File: src/rtl/regfile_2r1w.sv
// Two-read, one-write register file with registered read ports, byte-enabled
// writes and same-cycle write-to-read bypass. DATA_W must be a multiple of 8.
module regfile_2r1w #(
   parameter int DATA_W   = 16,
   parameter int ADDR_W   = 4,
   parameter int ZERO_REG = 1
) (
   input  logic                clk,
   input  logic                rst,
   input  logic [ADDR_W-1:0]   read_reg_1,
   input  logic                read_en_1,
   input  logic [ADDR_W-1:0]   read_reg_2,
   input  logic                read_en_2,
   input  logic [ADDR_W-1:0]   write_reg,
   input  logic [DATA_W-1:0]   write_data,
   input  logic [DATA_W/8-1:0] write_be,
   input  logic                reg_write,
   output logic [DATA_W-1:0]   read_data_1,
   output logic                read_valid_1,
   output logic [DATA_W-1:0]   read_data_2,
   output logic                read_valid_2
);

   localparam int NUM_REGS = 2**ADDR_W;
   localparam int NB       = DATA_W/8;
   localparam bit HAS_ZERO = (ZERO_REG != 0);

   logic [DATA_W-1:0] regs_q [NUM_REGS];
   logic [DATA_W-1:0] wr_word_d;
   logic              wr_en;
   logic [DATA_W-1:0] rd_data_1_d, rd_data_1_q;
   logic [DATA_W-1:0] rd_data_2_d, rd_data_2_q;
   logic              rd_valid_1_q, rd_valid_2_q;

   // Post-write image of the target register; feeds both the array and the bypass.
   always_comb begin
      wr_word_d = regs_q[write_reg];
      for (int b = 0; b < NB; b++)
         if (write_be[b]) wr_word_d[8*b +: 8] = write_data[8*b +: 8];
   end

   assign wr_en = reg_write && !(HAS_ZERO && (write_reg == '0));

   always_comb begin
      rd_data_1_d = regs_q[read_reg_1];
      if (wr_en && (read_reg_1 == write_reg)) rd_data_1_d = wr_word_d;
      if (HAS_ZERO && (read_reg_1 == '0))     rd_data_1_d = '0;
   end

   always_comb begin
      rd_data_2_d = regs_q[read_reg_2];
      if (wr_en && (read_reg_2 == write_reg)) rd_data_2_d = wr_word_d;
      if (HAS_ZERO && (read_reg_2 == '0))     rd_data_2_d = '0;
   end

   always_ff @(posedge clk) begin
      if (rst) begin
         for (int i = 0; i < NUM_REGS; i++) regs_q[i] <= '0;
      end else if (wr_en) begin
         regs_q[write_reg] <= wr_word_d;
      end
   end

   // Read data holds when the port is idle; valid is a one-cycle pulse per read.
   always_ff @(posedge clk) begin
      if (rst) begin
         rd_data_1_q  <= '0;
         rd_data_2_q  <= '0;
         rd_valid_1_q <= 1'b0;
         rd_valid_2_q <= 1'b0;
      end else begin
         if (read_en_1) rd_data_1_q <= rd_data_1_d;
         if (read_en_2) rd_data_2_q <= rd_data_2_d;
         rd_valid_1_q <= read_en_1;
         rd_valid_2_q <= read_en_2;
      end
   end

   assign read_data_1  = rd_data_1_q;
   assign read_data_2  = rd_data_2_q;
   assign read_valid_1 = rd_valid_1_q;
   assign read_valid_2 = rd_valid_2_q;

endmodule

File: config.mk
export PLATFORM = sky130hd
export DESIGN_NAME = regfile_2r1w
export DESIGN_NICKNAME = d
export VERILOG_FILES = /design/src/rtl/regfile_2r1w.sv
export SDC_FILE = /design/constraint.sdc
export NUM_CORES = 1
export LEC_CHECK = 0
export CAP_MARGIN = 15
export CORE_ASPECT_RATIO = 0.9
export CORE_MARGIN = 2
export CORE_UTILIZATION = 40
export DETAILED_ROUTE_END_ITERATION = 12
export MAX_ROUTING_LAYER = met4
export SYNTH_ARGS = -nofsm -noshare
export SYNTH_HDL_FRONTEND = slang
export SYNTH_SLANG_ARGS = --single-unit
File: constraint.sdc
create_clock -name clk -period 3.7 [get_ports clk]
set_clock_uncertainty 0.05 [all_clocks]
set_input_delay 0.37 -clock clk [delete_from_list [all_inputs] [get_ports clk]]
set_output_delay 0.37 -clock clk [all_outputs]
set_load 0.05 [all_outputs]
==> results of run 1 <==
-- logic make-up after synthesis --
| family | count (synthesis) | share of synthesized area |
|---|---|---|
| muxes | 222 | 0.256 |
| AOI/OAI and AO/OA | 196 | 0.0926 |
| other | 1 | 0.000221 |
| xor gates and xnor gates | 8 | 0.00414 |
| and+or+nand+nor | 383 | 0.109 |
| DFF | 290 | 0.494 |
| buffers and inverters | 120 | 0.0439 |
-- power groups by stage --
stage | logic (W) | registers [W] | clock network, W
after floorplan | 0.000830 | 0.00394 | 0
after global placement | 0.00135 | 0.00390 | 0
after detailed placement | 0.00135 | 0.00390 | 0
final | 0.00137 | 0.00384 | 0.00347
after global routing | 0.00142 | 0.00386 | 0.00363
after CTS | 0.00135 | 0.00384 | 0.00349
-- worst reg2reg max path, stage by stage, from the launching register on --
cell and delay, ps:
edfxtp_1 440, mux2_1 310, a221o_1 370, a21oi_2 130, o2bb2ai_2 460, nor2_1 90
-- stage by stage --
| step | power, W | util | cells | setup slack, ps |
|---|---|---|---|---|
| after floorplan | 0.00477 | - | 1235 | 1480 |
| after global placement | 0.00524 | 0.440 | 1814 | 271 |
| after detailed placement | 0.00525 | 0.441 | 1815 | 412 |
| after CTS | 0.00867 | 0.468 | 1878 | 943 |
| after global routing | 0.00890 | 0.468 | 1878 | 843 |
| final | 0.00868 | 0.468 | 1878 | 820 |
-- cell type report --
type / instances / area, um^2 / area share
Inverter: 2 / 7.51 / 0.000384
Timing Repair Buffer: 151 / 1440 / 0.0738
Clock inverter: 17 / 130 / 0.00666
Clock buffer: 46 / 1020 / 0.0522
Sequential cell: 290 / 8370 / 0.428
Multi-Input combinational cell: 825 / 7890 / 0.404
Tap cell: 547 / 684 / 0.0350
-- metal layers --
layer	wire length, um	vias to the layer above
met1	24100	6308
met4	3150	0
met5	0	-
met2	28500	971
met3	7590	181
li1	-	4959
-- worst max-delay path by stage --
| stage | start | to | cells after the start |
|---|---|---|---|
| floorplan | write_reg[3] | regs_q[8][0] | 7 |
| global placement | write_reg[0] | read_data_1[9] | 7 |
| detailed placement | write_reg[3] | read_data_2[9] | 7 |
| CTS | write_reg[3] | read_data_1[10] | 7 |
| global route | write_reg[3] | regs_q[3][9] | 7 |
| finish | write_reg[3] | read_data_1[10] | 7 |
-- sequential cells by signal, indices dropped and copies added, names as in the netlist --
name	cells
regs_q	256
read_data_1	16
read_data_2	16
read_valid_1	1
read_valid_2	1
-- cells in the final DEF (no fill, tap or decap), drive strengths merged, types with 3 or more instances in the layout --
| cell type | synthesis | layout |
|---|---|---|
| a221o | 3 | 3 |
| mux2 | 32 | 32 |
| nor2b | 12 | 12 |
| o21ai | 29 | 29 |
| conb | 1 | 16 |
| buf | 75 | 90 |
| edfxtp | 256 | 256 |
| nand2 | 62 | 62 |
| a22oi | 64 | 64 |
| clkdlybuf4s50 | 0 | 61 |
| clkinv | 0 | 13 |
| o2bb2ai | 3 | 3 |
| nor3b | 3 | 3 |
| nor2 | 249 | 249 |
| and2 | 17 | 17 |
| a21o | 30 | 30 |
| o211ai | 32 | 32 |
| a21oi | 3 | 3 |
| dfxtp | 34 | 34 |
| xnor2 | 6 | 6 |
| nand3 | 19 | 19 |
| mux2i | 28 | 28 |
| clkbuf | 43 | 46 |
| mux4 | 162 | 162 |
| nand2b | 15 | 15 |
| a221oi | 27 | 27 |
==> flow_metrics.py, run 1 <==
metrics = {
    "outcome": {
        "status": "finished clean",
    },
    "critical_path": {
        "cpPeakStageDelay_ps": 810,
        "cpMaxStageDelayCell": "and3b_1",
        "path_buf_inv": 2,
        "crit_fanout": 24,
        "reg2reg_depth": 5,
        "crit_path_start_kind": "input pin",
        "cp_top_family": "buffers and inverters",
        "required_ps": 4080,
        "critPathArrivalTime_ps": 3260,
        "r2r_setup_slack_ps": 1560,
        "path_cells": "buf_2, buf_4, and3b_1, a221o_1, a21oi_2, o2bb2ai_2, o211ai_1",
        "worstSetupPathType": "in2reg",
        "endpoint_kind": "flip-flop",
        "r2r_start": "regs_q[6][9]",
        "r2r-end": "regs_q[3][9]",
    },
    "clock_tree": {
        "root_buffer": "clkbuf_16",
        "insertion_delay_ps": 520,
        "clk_pin_slew_ps": 60,
        "clock-sinks": 290,
        "tritoncts": "yes",
        "post_cts_resized": 0,
        "numCtsBuffers": 35,
        "cts_hold_buf": 0,
        "htree_levels": 2,
        "cts_setup_buffers": 0,
        "clockBufferDepth": 3,
    },
    "route": {
        "dr.pass1.iters": 6,
        "viasPerCell": 6.61,
        "wirelength_mm": 63.4,
        "drc": 0,
        "vias": 12400,
        "drt_iter0_drc": 2061,
        "ant_nets": 0,
        "wl_per_cell_um": 33.7,
    },
    "synth": {
        "synth_top_area_frac": 0.454,
        "synth_warnings": 0,
        "synth_edf_count": 256,
        "synth_area_per_cell_um2": 13.9,
        "ys_seq_area_frac": 0.494,
        "async_flop_share": 0,
        "synth_ff_type": "edfxtp_1",
        "syn_area_um2": 16900,
        "synth_top_area_cell": "edfxtp_1",
        "yosysUniqueCellTypes": 47,
        "ys_top_cells_by_area": "edfxtp_1, mux4_2, dfxtp_1, nor2_1, nor2_2",
        "synthTopCellsByCount": "edfxtp_1, mux4_2, nor2_1",
        "yosysMostFrequentCell": "edfxtp_1",
        "syn_inst": 1220,
        "synth-seq-cells": 290,
    },
    "hold_path": {
        "hp-start": "read_en_1",
        "hp-class": "in2reg",
        "hold_depth": 2,
        "min_delay_worst_endpoint": "read_valid_1",
    },
    "finish": {
        "fillers": 3671,
        "drive_above_1_share": 0.343,
        "diodes": 0,
        "syn_to_final_growth_pct": 15.4,
        "stdcell_area_um2": 19500,
        "layout.nets": 1340,
    },
    "grt": {
        "overflow": 0,
        "grt.met1_usage": 0.384,
        "grt_util_met3": 0.0741,
        "antenna_found_initial": 0,
        "grt_max_degree": 55,
        "grt_pass1_wl_mm": 90.1,
        "first_global_vias": 12200,
        "track_usage": 0.297,
        "use_met2": 0.444,
        "top_usage_layer": "met2",
    },
    "floorplan": {
        "io_pins": 69,
        "start_util": 0.406,
        "coreArea_um2": 41800,
        "die_area_um2": 44000,
        "num_rows": 71,
        "dieHeight_um": 199,
        "die_x_um": 221,
    },
    "placed_design": {
        "dp_hpwl_mm": 39.5,
        "dpl-instance-area_um2": 18400,
        "finalWeightedCongestion": 0.918,
        "port-buffer-count": 68,
    },
    "timing": {
        "report.final.slew_viol_count": 0,
        "tightest_slew_ps": 1160,
        "setup_viol": 0,
        "finalHoldViolCount": 0,
        "grt_setup_unrepaired": "no",
        "min_period_ps": 2880,
        "fin_crit_sh": 0.778,
        "relSlewSlack": 0.225,
        "whs_ps": 408,
        "fin_tns_setup_ps": 0,
        "max_freq_ghz": 0.347,
    },
    "power": {
        "p_comb_frac": 0.158,
        "p_int_w": 0.00633,
        "clkPwrFrac": 0.399,
        "p_per_area_nw_per_um2": 444,
        "p_sw_frac": 0.270,
        "leakagePower_nw": 6.64,
        "power.switching_w": 0.00235,
        "p_seq_frac": 0.443,
        "vdd_drop_max_mv": 0.324,
    },
    "job": {
        "drv_cap": 0,
    },
}
No activity file was read; power rests on OpenSTA's default activity.
==> inputs of run 2 (changes only) <==
==> constraint.sdc (replaced) <==
create_clock -name clk -period 2.55 [get_ports clk]
set_clock_uncertainty 0.05 [all_clocks]
set_input_delay 0.255 -clock clk [delete_from_list [all_inputs] [get_ports clk]]
set_output_delay 0.255 -clock clk [all_outputs]
set_load 0.05 [all_outputs]
==> flow_metrics.py, run 2 (synthesis gave the netlist of run 1 again) <==
metrics = {
    "outcome": {
        "status": "finished clean",
    },
    "floorplan": {
        "io_pins": 69,
        "start_util": 0.406,
        "dieHeight_um": 199,
        "die_area_um2": 44000,
        "die_x_um": 221,
        "num_rows": 71,
        "coreArea_um2": 41800,
    },
    "finish": {
        "diodes": 0,
        "regMostFlops": "regs_q",
        "stdcell_area_um2": 20400,
        "largest_reg_flops": 256,
        "ff_latch_area_um2": 8370,
        "layout.nets": 1410,
        "final_common_cell": "edfxtp_1",
        "layout_common_cells": "edfxtp_1, mux4_2, nor2_1",
        "multi_input_area_um2": 7890,
        "syn_to_final_growth_pct": 20.7,
        "drive_above_1_share": 0.379,
        "fillers": 3603,
    },
    "hold_path": {
        "hp-class": "in2reg",
        "min_delay_worst_endpoint": "regs_q[0][4]",
        "hp-start": "rst",
        "hold_depth": 2,
    },
    "critical_path": {
        "worstSetupPathType": "reg2reg",
        "crit_fanout": 15,
        "r2r_setup_slack_ps": 290,
        "r2r_start": "regs_q[0][8]",
        "critPathArrivalTime_ps": 2490,
        "r2r-end": "regs_q[4][8]",
        "cpPeakStageDelay_ps": 570,
        "path_cells": "mux2_4, a221oi_1, nand3_1, o21ai_2, buf_12, nor2_1",
        "required_ps": 2780,
        "reg2reg_depth": 6,
        "crit_path_start_kind": "flip-flop",
        "cpMaxStageDelayCell": "a221oi_1",
        "endpoint_kind": "flip-flop",
    },
    "timing": {
        "report.final.slew_viol_count": 0,
        "setup_viol": 0,
        "finalHoldViolCount": 0,
        "grt_setup_unrepaired": "no",
        "tightest_slew_ps": 946,
        "max_freq_ghz": 0.443,
        "relSlewSlack": 0.366,
        "fin_crit_sh": 0.885,
        "min_period_ps": 2260,
        "fin_tns_setup_ps": 0,
    },
    "clock_tree": {
        "root_buffer": "clkbuf_16",
        "numCtsBuffers": 35,
        "clock-sinks": 290,
        "tritoncts": "yes",
        "cts_setup_buffers": 0,
        "htree_levels": 2,
        "clk_pin_slew_ps": 60,
        "post_cts_resized": 0,
        "cts_hold_buf": 0,
        "insertion_delay_ps": 570,
        "clockBufferDepth": 3,
    },
    "route": {
        "wirelength_mm": 65.3,
        "drc": 0,
        "vias": 12900,
        "wl_per_cell_um": 33.5,
        "drt_iter0_drc": 1973,
        "viasPerCell": 6.62,
        "ant_nets": 0,
        "dr.pass1.iters": 8,
    },
    "grt": {
        "overflow": 0,
        "grt_max_degree": 43,
        "track_usage": 0.307,
        "grt_pass1_wl_mm": 93.2,
        "antenna_found_initial": 0,
        "first_global_vias": 12600,
    },
    "placed_design": {
        "dpl-instance-area_um2": 19300,
        "port-buffer-count": 68,
        "dp_hpwl_mm": 42.3,
        "finalWeightedCongestion": 0.928,
    },
    "job": {
        "drv_cap": 0,
    },
    "power": {
        "leakagePower_nw": 7.11,
        "vdd_drop_max_mv": 0.487,
        "p_per_area_nw_per_um2": 625,
    },
}
[run 2: cell count changes in the layout (fill, tap and decap cells not counted), sizes merged]
cell,previous run,this run
clkinvlp,2,4
inv,2,4
clkbuf,46,43
buf,90,160
[run 2: worst max-delay path by stage]
| stage | startpoint | endpoint |
|---|---|---|
| CTS | write_reg[0] | read_data_2[2] |
| floorplan | write_reg[3] | regs_q[8][0] |
| finish | regs_q[0][8] | regs_q[4][8] |
| global route | regs_q[0][8] | regs_q[4][8] |
| detailed placement | write_reg[0] | read_data_2[2] |
| global placement | write_reg[0] | read_data_2[2] |
[run 2: worst max-delay path: cells and delay by family, from the launching register on]
family | cells | cell delay, ps
flops | 1 | 440
mux | 1 | 300
simple gates | 2 | 240
compound gates | 2 | 730
buf+inv | 1 | 190
[run 2: per-layer routing]
layer,wire [um],GRT usage
met5,0,-
met4,4140,0.169
met3,7700,0.0698
met2,29300,0.465
met1,24100,0.387
[run 2: metrics by stage]
step	util	total power, W	instances	hold slack (ps)	worst slack [ps]
6_report	0.490	0.0128	1949	191	292
4_1_cts	0.489	0.0128	1948	176	276
3_5_place_dp	0.462	0.00784	1884	417	-251
2_1_floorplan	-	0.00692	1235	289	445
5_1_grt	0.490	0.0131	1949	182	313
3_3_place_gp	0.462	0.00783	1884	404	-192
[run 2: cell type report]
| type | instances | area share |
|---|---|---|
| clock buffer | 43 | 0.0459 |
| inverter | 2 | 0.000367 |
| tap | 547 | 0.0335 |
| clock inverter | 21 | 0.00943 |
| timing repair buffer | 221 | 0.115 |
| multi-input combinational | 825 | 0.386 |
| sequential | 290 | 0.409 |
[run 2: power breakdown]
part / total [W] / internal (W) / switching (W)
Clock: 0.00499 / 0.00285 / 0.00213
Combinational: 0.00222 / 0.000971 / 0.00125
Sequential: 0.00557 / 0.00539 / 0.000187
Total: 0.0128 / 0.00921 / 0.00357
==> inputs of run 3 (changes only) <==
==> constraint.sdc (replaced) <==
create_clock -name clk -period 2.48 [get_ports clk]
set_clock_uncertainty 0.05 [all_clocks]
set_input_delay 0.248 -clock clk [delete_from_list [all_inputs] [get_ports clk]]
set_output_delay 0.248 -clock clk [all_outputs]
set_load 0.05 [all_outputs]
==> flow_metrics.py, run 3 (synthesis gave the netlist of run 1 again) <==
metrics = {
    "placed_design": {
        "dp.cells": 1879,
        "finalWeightedCongestion": 0.963,
        "port-buffer-count": 68,
        "dpl-instance-area_um2": 19400,
        "dp_hpwl_mm": 41.7,
    },
    "hold_path": {
        "hp-class": "in2reg",
    },
    "floorplan": {
        "die_area_um2": 44000,
        "start_util": 0.406,
        "num_rows": 71,
        "coreArea_um2": 41800,
        "dieHeight_um": 199,
        "die_x_um": 221,
        "io_pins": 69,
    },
    "critical_path": {
        "endpoint_kind": "flip-flop",
        "required_ps": 2840,
        "crit_fanout": 15,
        "r2r_setup_slack_ps": 470,
        "cpPeakStageDelay_ps": 1000,
        "critPathArrivalTime_ps": 2650,
        "path_cells": "clkdlybuf4s50_1, buf_12, nor3b_2, a221oi_1, nand3_1, o21ai_2, buf_12, nor2_1",
        "crit_path_start_kind": "input pin",
        "worstSetupPathType": "in2reg",
        "cpMaxStageDelayCell": "nor3b_2",
        "crit_top_cell": "buf_12",
    },
    "clock_tree": {
        "numCtsBuffers": 36,
        "post_cts_resized": 0,
        "root_buffer": "clkbuf_16",
        "tritoncts": "yes",
        "htree_levels": 2,
        "clock-sinks": 290,
        "clk_pin_slew_ps": 60,
        "insertion_delay_ps": 550,
        "cts_setup_buffers": 0,
        "clockBufferDepth": 3,
        "cts_hold_buf": 0,
    },
    "timing": {
        "max_freq_ghz": 0.437,
        "fin_crit_sh": 0.924,
        "tightest_slew_ps": 1250,
        "report.final.slew_viol_count": 0,
        "relSlewSlack": 0.161,
        "grt_setup_unrepaired": "no",
        "setup_viol": 0,
        "min_period_ps": 2290,
        "finalHoldViolCount": 0,
    },
    "route": {
        "drt_iter0_drc": 2099,
        "dr.pass1.iters": 7,
        "ant_nets": 0,
        "drc": 0,
        "vias": 12800,
        "viasPerCell": 6.60,
        "wirelength_mm": 64.8,
        "wl_per_cell_um": 33.3,
    },
    "finish": {
        "final_cells": 1943,
        "fillers": 3629,
        "layout_common_cells": "edfxtp_1, mux4_2, nor2_1",
        "syn_to_final_growth_pct": 20.8,
        "multi_input_area_um2": 7890,
        "largest_reg_flops": 256,
        "layout.nets": 1405,
        "regMostFlops": "regs_q",
        "drive_above_1_share": 0.373,
        "final_common_cell": "edfxtp_1",
        "ff_latch_area_um2": 8370,
        "stdcell_area_um2": 20500,
        "utilization": 0.490,
    },
    "grt": {
        "grt_max_degree": 36,
        "grt_pass1_wl_mm": 92.0,
        "grt.met1_usage": 0.383,
        "grt_util_met3": 0.0743,
        "top_usage_layer": "met2",
        "overflow": 0,
        "first_global_vias": 12600,
        "antenna_found_initial": 0,
        "use_met2": 0.465,
        "track_usage": 0.304,
    },
    "power": {
        "p_per_area_nw_per_um2": 638,
        "vdd_drop_max_mv": 0.681,
        "fin_total_pwr_w": 0.0130,
        "leakagePower_nw": 7.09,
    },
    "outcome": {
        "status": "finished clean",
    },
    "job": {
        "drv_cap": 0,
    },
}
run 3: final cells by class:
type                       count  share of cell area
clock buffer                  48              0.0478
timing repair buffer         215               0.118
sequential                   290               0.409
antenna                        1            0.000122
inverter                       2            0.000367
clock inverter                15             0.00575
multi-input combinational    825               0.386
tap                          547              0.0335
run 3: path summary, 6_finish.rpt:
path / startpoint / end / cells past startpoint
worst min-delay path: rst / regs_q[0][11] / 2
worst max register to register: regs_q[0][11] / regs_q[1][11] / 5
worst min register to register: read_data_2[11] / read_data_2[11] / 2
worst max-delay path: write_reg[0] / regs_q[1][8] / 8
run 3: critical path, delay by kind of cell:
kind	cells	cell delay, ps
AOI/OAI and AO/OA	2	330
buffers and inverters	3	770
and+or+nand+nor	3	1270
run 3: metrics by stage:
step	hold WS, ps	setup slack [ps]	setup TNS (ps)
global route	248	168	0
finish	255	189	0
detailed placement	409	-316	-43550
CTS	233	247	0
floorplan	282	382	0
global placement	406	-249	-37200
run 3: power by group:
group          leakage, nW  internal (W)  switching [W]  total (W)
sequential            2.92       0.00554       0.000193    0.00573
combinational         3.64       0.00101        0.00128    0.00229
clock                0.529       0.00289        0.00214    0.00503
run 3: per-layer routing:
metal	wire length (um)	part of all wire
met1	24300	0.37
met2	29400	0.45
met3	7480	0.12
met4	3620	0.056
met5	0	0
